<file path="config.mk">
export PLATFORM = sky130hd
export DESIGN_NAME = sprite_animator
export DESIGN_NICKNAME = d
export VERILOG_FILES = /design/src/rtl/sprite_animator.sv
export SDC_FILE = /design/constraint.sdc
export NUM_CORES = 1
export LEC_CHECK = 0
export ABC_AREA = 1
export CORE_UTILIZATION = 52
export DETAILED_ROUTE_END_ITERATION = 7
export PLACE_DENSITY = 0.81
export REMOVE_ABC_BUFFERS = 1
export SETUP_SLACK_MARGIN = 0.2
export SKIP_CTS_REPAIR_TIMING = 1
export SLEW_MARGIN = 5
export SYNTH_ARGS = -nofsm -noshare
export SYNTH_HDL_FRONTEND = slang
export SYNTH_SLANG_ARGS = --single-unit
</file>
<file path="constraint.sdc">
create_clock -name vga_clk -period 5.49 [get_ports vga_clk]
set_input_delay 0.8235 -clock vga_clk [delete_from_list [all_inputs] [get_ports vga_clk]]
set_output_delay 0.8235 -clock vga_clk [all_outputs]
set_load 0.01 [all_outputs]
</file>
<file path="src/rtl/sprite_animator.sv">
// Sprite fetch engine: beam position -> ROM address, frame sequencing, hit flag.
// Build option: SPRITE_TRANSPARENCY_EN makes TRANSPARENT_IDX texels see-through.
module sprite_animator #(
    parameter int SPR_W           = 54,
    parameter int SPR_H           = 77,
    parameter int FRAMES          = 4,
    parameter int ADDR_W          = 15,
    parameter int IDX_W           = 4,
    parameter int FRAME_HOLD      = 6,
    parameter int V_ACTIVE        = 480,
    parameter int TRANSPARENT_IDX = 0
) (
    input  logic                      vga_clk,
    input  logic                      reset_n,
    input  logic [9:0]                DrawX,
    input  logic [9:0]                DrawY,
    input  logic                      blank,
    input  logic [9:0]                pos_x,
    input  logic [9:0]                pos_y,
    input  logic [1:0]                scale,
    input  logic                      flip_h,
    input  logic                      anim_en,
    input  logic                      anim_restart,
    output logic [ADDR_W-1:0]         rom_address,
    input  logic [IDX_W-1:0]          rom_q,
    output logic                      sprite_hit,
    output logic [IDX_W-1:0]          sprite_index,
    output logic [$clog2(FRAMES)-1:0] cur_frame
);

    localparam int FW = $clog2(FRAMES);
    localparam int HW = (FRAME_HOLD > 1) ? $clog2(FRAME_HOLD) : 1;
    localparam logic [IDX_W-1:0] TIDX = IDX_W'(TRANSPARENT_IDX);

`ifdef SPRITE_TRANSPARENCY_EN
    localparam logic KEY_EN = 1'b1;
`else
    localparam logic KEY_EN = 1'b0;
`endif

    logic [9:0]  sh_x;
    logic [9:0]  sh_y;
    logic [1:0]  sh_scale;
    logic        sh_flip;
    logic [HW-1:0] hold;

    logic        fb;
    logic [10:0] dx;
    logic [10:0] dy;
    logic [10:0] box_w;
    logic [10:0] box_h;
    logic        in_box;
    logic [9:0]  col;
    logic [9:0]  col_m;
    logic [9:0]  row;
    logic [ADDR_W-1:0] frame_base;
    logic [ADDR_W-1:0] addr_n;

    logic        in_box_d1;
    logic        in_box_d2;
    logic        blank_d1;
    logic        blank_d2;
    logic        opaque;
    logic        hit_n;

    assign fb = (DrawX == 10'd0) && (DrawY == 10'(V_ACTIVE));

    always_comb begin
        dx     = {1'b0, DrawX} - {1'b0, sh_x};
        dy     = {1'b0, DrawY} - {1'b0, sh_y};
        box_w  = 11'(SPR_W) << sh_scale;
        box_h  = 11'(SPR_H) << sh_scale;
        in_box = !dx[10] && (dx < box_w)
              && !dy[10] && (dy < box_h);
        col    = dx[9:0] >> sh_scale;
        row    = dy[9:0] >> sh_scale;
        col_m  = sh_flip ? 10'(SPR_W - 1) - col : col;
        frame_base = ADDR_W'(cur_frame)
                   * ADDR_W'(SPR_W * SPR_H);
        addr_n = frame_base
               + ADDR_W'(row) * ADDR_W'(SPR_W)
               + ADDR_W'(col_m);
    end

    // Texels compare against the key only when the option is built in.
    assign opaque = !KEY_EN || (rom_q != TIDX);
    assign hit_n  = in_box_d2 && blank_d2 && opaque;

    always_ff @(posedge vga_clk or negedge reset_n) begin
        if (!reset_n) begin
            sh_x     <= '0;
            sh_y     <= '0;
            sh_scale <= '0;
            sh_flip  <= 1'b0;
        end else if (fb) begin
            sh_x     <= pos_x;
            sh_y     <= pos_y;
            sh_scale <= scale;
            sh_flip  <= flip_h;
        end
    end

    always_ff @(posedge vga_clk or negedge reset_n) begin
        if (!reset_n) begin
            cur_frame <= '0;
            hold      <= '0;
        end else if (anim_restart) begin
            cur_frame <= '0;
            hold      <= '0;
        end else if (fb && anim_en) begin
            if (hold == HW'(FRAME_HOLD - 1)) begin
                hold <= '0;
                if (cur_frame == FW'(FRAMES - 1))
                    cur_frame <= '0;
                else
                    cur_frame <= cur_frame + 1'b1;
            end else begin
                hold <= hold + 1'b1;
            end
        end
    end

    always_ff @(posedge vga_clk or negedge reset_n) begin
        if (!reset_n) begin
            rom_address  <= '0;
            in_box_d1    <= 1'b0;
            in_box_d2    <= 1'b0;
            blank_d1     <= 1'b0;
            blank_d2     <= 1'b0;
            sprite_hit   <= 1'b0;
            sprite_index <= '0;
        end else begin
            rom_address  <= in_box ? addr_n : '0;
            in_box_d1    <= in_box;
            in_box_d2    <= in_box_d1;
            blank_d1     <= blank;
            blank_d2     <= blank_d1;
            sprite_hit   <= hit_n;
            sprite_index <= hit_n ? rom_q : '0;
        end
    end

endmodule

</file>
# Word level (Yosys, flattened, before mapping)

Cells that the tools add are included.

Output and inout bits: 22
Logic and storage cells: 53
Register bits: 52

Add/subtract/negate cells: 7
Shift operators: 4
$lt $le $gt $ge: 2
Eq/ne operators: 3
Muxes and demuxes: 10
Reduce and logical (&&, ||, !) cells: 12
Multiply operators: 2

Operator list:

| kind                  | number |
|---|---|
| $lt 11x11->1          | 2 |
| $sub 10x10->11        | 2 |
| $shr 10x2->10         | 2 |
| $add 15x10->15        | 1 |
| $add 15x15->15        | 1 |
| $mux 15               | 1 |
| $mul 10x5->14 const B | 1 |
| $mul 2x12->14 const B | 1 |
| $shl 6x2->11 const A  | 1 |
| $shl 7x2->11 const A  | 1 |
| $eq 10x9->1 const B   | 1 |
| $logic_not 10->1      | 1 |
| $mux 10               | 1 |
| $sub 6x10->10 const A | 1 |
| $mux 3                | 3 |
| $mux 2                | 4 |
| $logic_and 1x1->1     | 6 |
| $mux 4                | 1 |
| $reduce_bool 2->1     | 2 |
| $add 3x1->3 const B   | 1 |
| $eq 3x3->1 const B    | 1 |
| $add 2x1->2 const B   | 1 |
| $eq 2x2->1 const B    | 1 |
| $logic_not 1->1       | 2 |
| $reduce_and 2->1      | 1 |

# Longest topological paths before layout

Depth after elaboration: 6
Depth in mapped cells: 40
Gate-level depth less buffers: 40

# Worst setup path before layout

No wires, ideal clock.

Path kind: input to register
Start point: input port DrawY[0]
End point: register rom_address[13]
Stages on the path: 36
Setup slack: -653 ps
Arrival time: 6030 ps
Setup time: 113 ps
Path through: inv_1 ha_1 inv_1 fa_1 nand3_1 nand3_2 nand2_1 nand2_1 nand2_2 nand3_4 and2_1 ha_1 fa_1 inv_1 fa_1 inv_1 ha_1 a21oi_1 nand2_4 xnor2_1 fa_1 inv_1 ha_1 inv_1 nor2_1 nor2_1 o21bai_1 nand2_1 inv_1 o21ai_0 nand2_1 nand3_1 nor2_1 nor2_1 nand2_1 inv_1

Longest elaborated chain between the ends: 6
Elaborated cells between the ends (all ways): 10
Classes of those cells: add/sub: 3; mul: 1; order compare: 1; shift: 1; mux: 1; reduce/logical: 3

Ends and longest elaborated chain:

| element              | line | text |
|---|---|---|
| from (decl)          | 16   | `input logic [9:0] DrawY,` |
| $sub 10x10->11 *     | 70   | `dy = {1'b0, DrawY} - {1'b0, sh_y};` |
| $shr 10x2->10        | 76   | `row = dy[9:0] >> sh_scale;` |
| $mul 10x5->14        | 81   | `+ ADDR_W'(row) * ADDR_W'(SPR_W)` |
| $add 15x15->15       | 81   |  |
| $add 15x10->15       | 82   | `+ ADDR_W'(col_m);` |
| $mux 15 *            | 133  | `rom_address <= in_box ? addr_n : '0;` |
| to (signal assigned) | 133  |  |
| to (decl)            | 24   | `output logic [ADDR_W-1:0] rom_address,` |

Every way passes the cells marked *; elsewhere a longest branch is shown, timed or not.
A chain may end at the register's enable or synchronous reset.

# Worst setup path in the final report

Ends and elaborated chain as after synthesis.

==> impl_results.md <==
* Synthesized area at 5740 um2
* DP Wirelength at 11300 um
* GRT Util Overall at 27.0%
* Crit path kind: input pin to flop
* Vias in the first global route at just under 6000
* Die Height at 107 um
* Sw power at between 0.9 and 1 mW
* Cell family with most CP delay: adder cells
* Via/cell ratio at 5.30
* # rows at 37
* # H-tree levels at 2
* DR iter-0 viols at 265
* Final GP Congestion at 0.844
* CP max stage cell: fa_1
* Cells after synthesis at 760
* Hold Slack at 362 ps
* Period utilization at 113%
* Vias at about 5800
* Max Cap Violations at 0
* Root buf cell: clkbuf_8
* Die W at ~110 um
* Failing checks: negative setup slack
* GRT Residual Overflow at 0
* Antenna violations before repair at 0
* Max Clock Skew at about 11 ps
* Share of layout cells above drive strength 1 at 27.0%
* Post-place setup slack at -1590 ps
* Worst Path Arrival at 6430 ps
* Largest net degree at the start of global routing at 53
* CTS tree: yes
* Clock power frac at 13.7%
* CTS Sinks at between 50 and 60
* Full die area at 11500 um2
* Mapped Avg Cell Area at 7.55 um2
* Wire per inst at about 15 um
* Setup violations, final at 7
* Core area at about 11000 um2
* Comb pwr share at 68.8%
* RSZ-0062 raised after global routing: true
* Hold WC Path Type: flop to flop
* Pleak at 4.39 nW
* Number of diodes at 0
* Setup ws final at -708 ps
* CTS buffer count at 5
* Fmax at 0.161 GHz
* Crit Path Max Fanout at 3
* Net Sw Frac at 40.5%
* Worst Tran Pin Value at between 600 and 700 ps
* Post-synthesis sequential element count at 52
* Post-synthesis sequential area ratio at 22.7%
* Clock latency on the worst-skew pair at 340 ps
* Crit-path most repeated cell: inv_2
* Core Util, Final at just under 80%
* Max Slew Vio Count at 0
* Sequential power share at ~18%
* Distinct cell type count after synthesis at 51
* WP buf/inv at 10
* WP data required at 5720 ps
* # DRC at 0
* IO Count at 74
* Worst-path clk slew at 100 ps
* Final wirelength at about 16000 um
* First-pass DRT Iterations at 5
* First-pass GRT wire length at 24700 um
* Final Instance Area at 8170 um2
* Nets at 1115
* Worst VDD drop at 0.239 mV
* Pwr per Cell Area at 274 nW/um2
* Area Growth Syn to Fin at 42.4%
* Starting Density at 54.6%
* Post-DP Area at 7430 um2
* Crit-path max cell delay at 540 ps
* Port bufs at 73
* ANT nets after route at 0
* Final TNS setup at -3450 ps
* Final-layout fill cell count at around 690
* Status: finished with violations
* Worst slew margin at 54.1%
* Clock tree buffer depth at 2
* CP startpoint kind: input pin
* Fin. Hold Viols at 0
* Period minus WS final at 6200 ps
* CP endpoint kind: flop
* Synth warn at 0
* Internal cell power at 1.34 mW
-- routing by layer --
layer	routed length [um]	up-vias	part of all wire [%]	track usage [%]
li1	-	2825	-	-
met1	6570	2710	41	31.8
met2	8180	185	51	48.5
met3	801	62	5.0	3.95
met4	616	0	3.8	11.5
met5	0	-	0	0
-- area by class of cell --
type	instances	area [um2]	share of cell area [%]
well taps	136	170	2.08
clock inverters	1	30.0	0.368
flip-flops and latches	52	1300	15.9
repair buffers	200	1720	21.1
multi-input cells	558	4330	53.0
inverters	137	517	6.32
clock buffers	7	96.3	1.18
-- cells by family after synthesis --
family                     after synthesis  synth area share, %
DFF                                     52                 22.7
adders and majority gates              109                 26.1
xor gates and xnor gates                29                 4.56
AOI/OAI and AO/OA                      118                 12.4
and+or+nand+nor                        301                 24.0
buffers and inverters                  150                 10.0
muxes                                    1                0.240
-- cell usage in the layout (no fill, tap or decap), types with 5 or more instances in the layout --
cell	netlist	layout
nand2_1	174	162
buf_4	2	121
inv_1	132	118
ha_1	91	72
clkdlybuf4s50_1	0	66
dfrtp_1	52	52
nor2_1	41	37
o21ai_0	35	31
nand3_1	32	30
a21oi_1	35	26
nand2_2	13	23
inv_2	5	18
fa_1	18	17
ha_4	0	16
xor2_1	16	15
o21ai_1	16	13
o21ai_2	4	9
xnor2_1	12	8
a21oi_2	2	8
or2_1	7	7
nand4_1	7	7
clkbuf_8	0	7
nand3_2	4	6
buf_6	0	6
nand2_4	3	5
a21o_1	5	5
dlymetal6s2s_1	0	5
-- state kept, by name, indices dropped and copies added, names as in the netlist, 2 cells and up --
signal and cells:
rom_address 15, sh_x 10, sh_y 10, sprite_index 4
hold 3, cur_frame 2, sh_scale 2
-- power groups by stage --
stage | Sequential, mW | Combinational [mW] | Clock (mW)
final | 0.392 | 1.54 | 0.308
after floorplan | 0.398 | 0.606 | 0
after CTS | 0.392 | 1.07 | 0.309
after global routing | 0.392 | 1.67 | 0.329
after global placement | 0.399 | 1.02 | 0
after detailed placement | 0.399 | 1.06 | 0
-- synth_stat cells, drive strengths merged --
cell type | number | area share [%]
ha | 91 | 20
or2 | 9 | 0.98
nand2 | 190 | 13
buf | 9 | 0.81
o21bai | 4 | 0.52
o21ai | 56 | 5.3
dfrtp | 52 | 23
a21oi | 37 | 3.4
a21o | 5 | 0.65
nor4 | 1 | 0.11
nor2 | 42 | 2.8
or4 | 2 | 0.26
o211ai | 3 | 0.39
xor2 | 17 | 2.7
nor3b | 1 | 0.13
a21boi | 2 | 0.33
a31oi | 5 | 0.92
clkbuf | 4 | 0.26
mux2i | 1 | 0.24
inv | 137 | 9.0
a211oi | 1 | 0.13
and2 | 3 | 0.37
a221oi | 1 | 0.15
nand4 | 8 | 1.1
nand3b | 2 | 0.26
a22o | 1 | 0.15
xnor2 | 12 | 1.8
fa | 18 | 6.3
nor3 | 5 | 0.44
nand3 | 38 | 4.1
o221ai | 2 | 0.31
o21a | 1 | 0.13
-- stage by stage --
stage / power [mW] / std cells
5_1_grt: 2.39 / 1091
6_report: 2.24 / 1091
2_1_floorplan: 1.00 / 747
4_1_cts: 1.77 / 1078
3_5_place_dp: 1.46 / 1070
3_3_place_gp: 1.41 / 1070
-- path summary, 6_finish.rpt --
check	endpoint	slack [ps]	depth (start not counted)	start
worst min register to register	in_box_d2$_DFF_PN0_	360	0	in_box_d1$_DFF_PN0_
worst max register to register	rom_address[13]$_DFF_PN0_	-510	37	sh_y[0]$_DFFE_PN0P_
worst min-delay path	in_box_d2$_DFF_PN0_	360	0	in_box_d1$_DFF_PN0_
max in group asynchronous	sh_flip$_DFFE_PN0P_	4420	2	reset_n
min in group asynchronous	sh_y[1]$_DFFE_PN0P_	590	2	reset_n
worst max-delay path	rom_address[13]$_DFF_PN0_	-710	39	DrawY[0]
(Power assumes the default switching activity.)
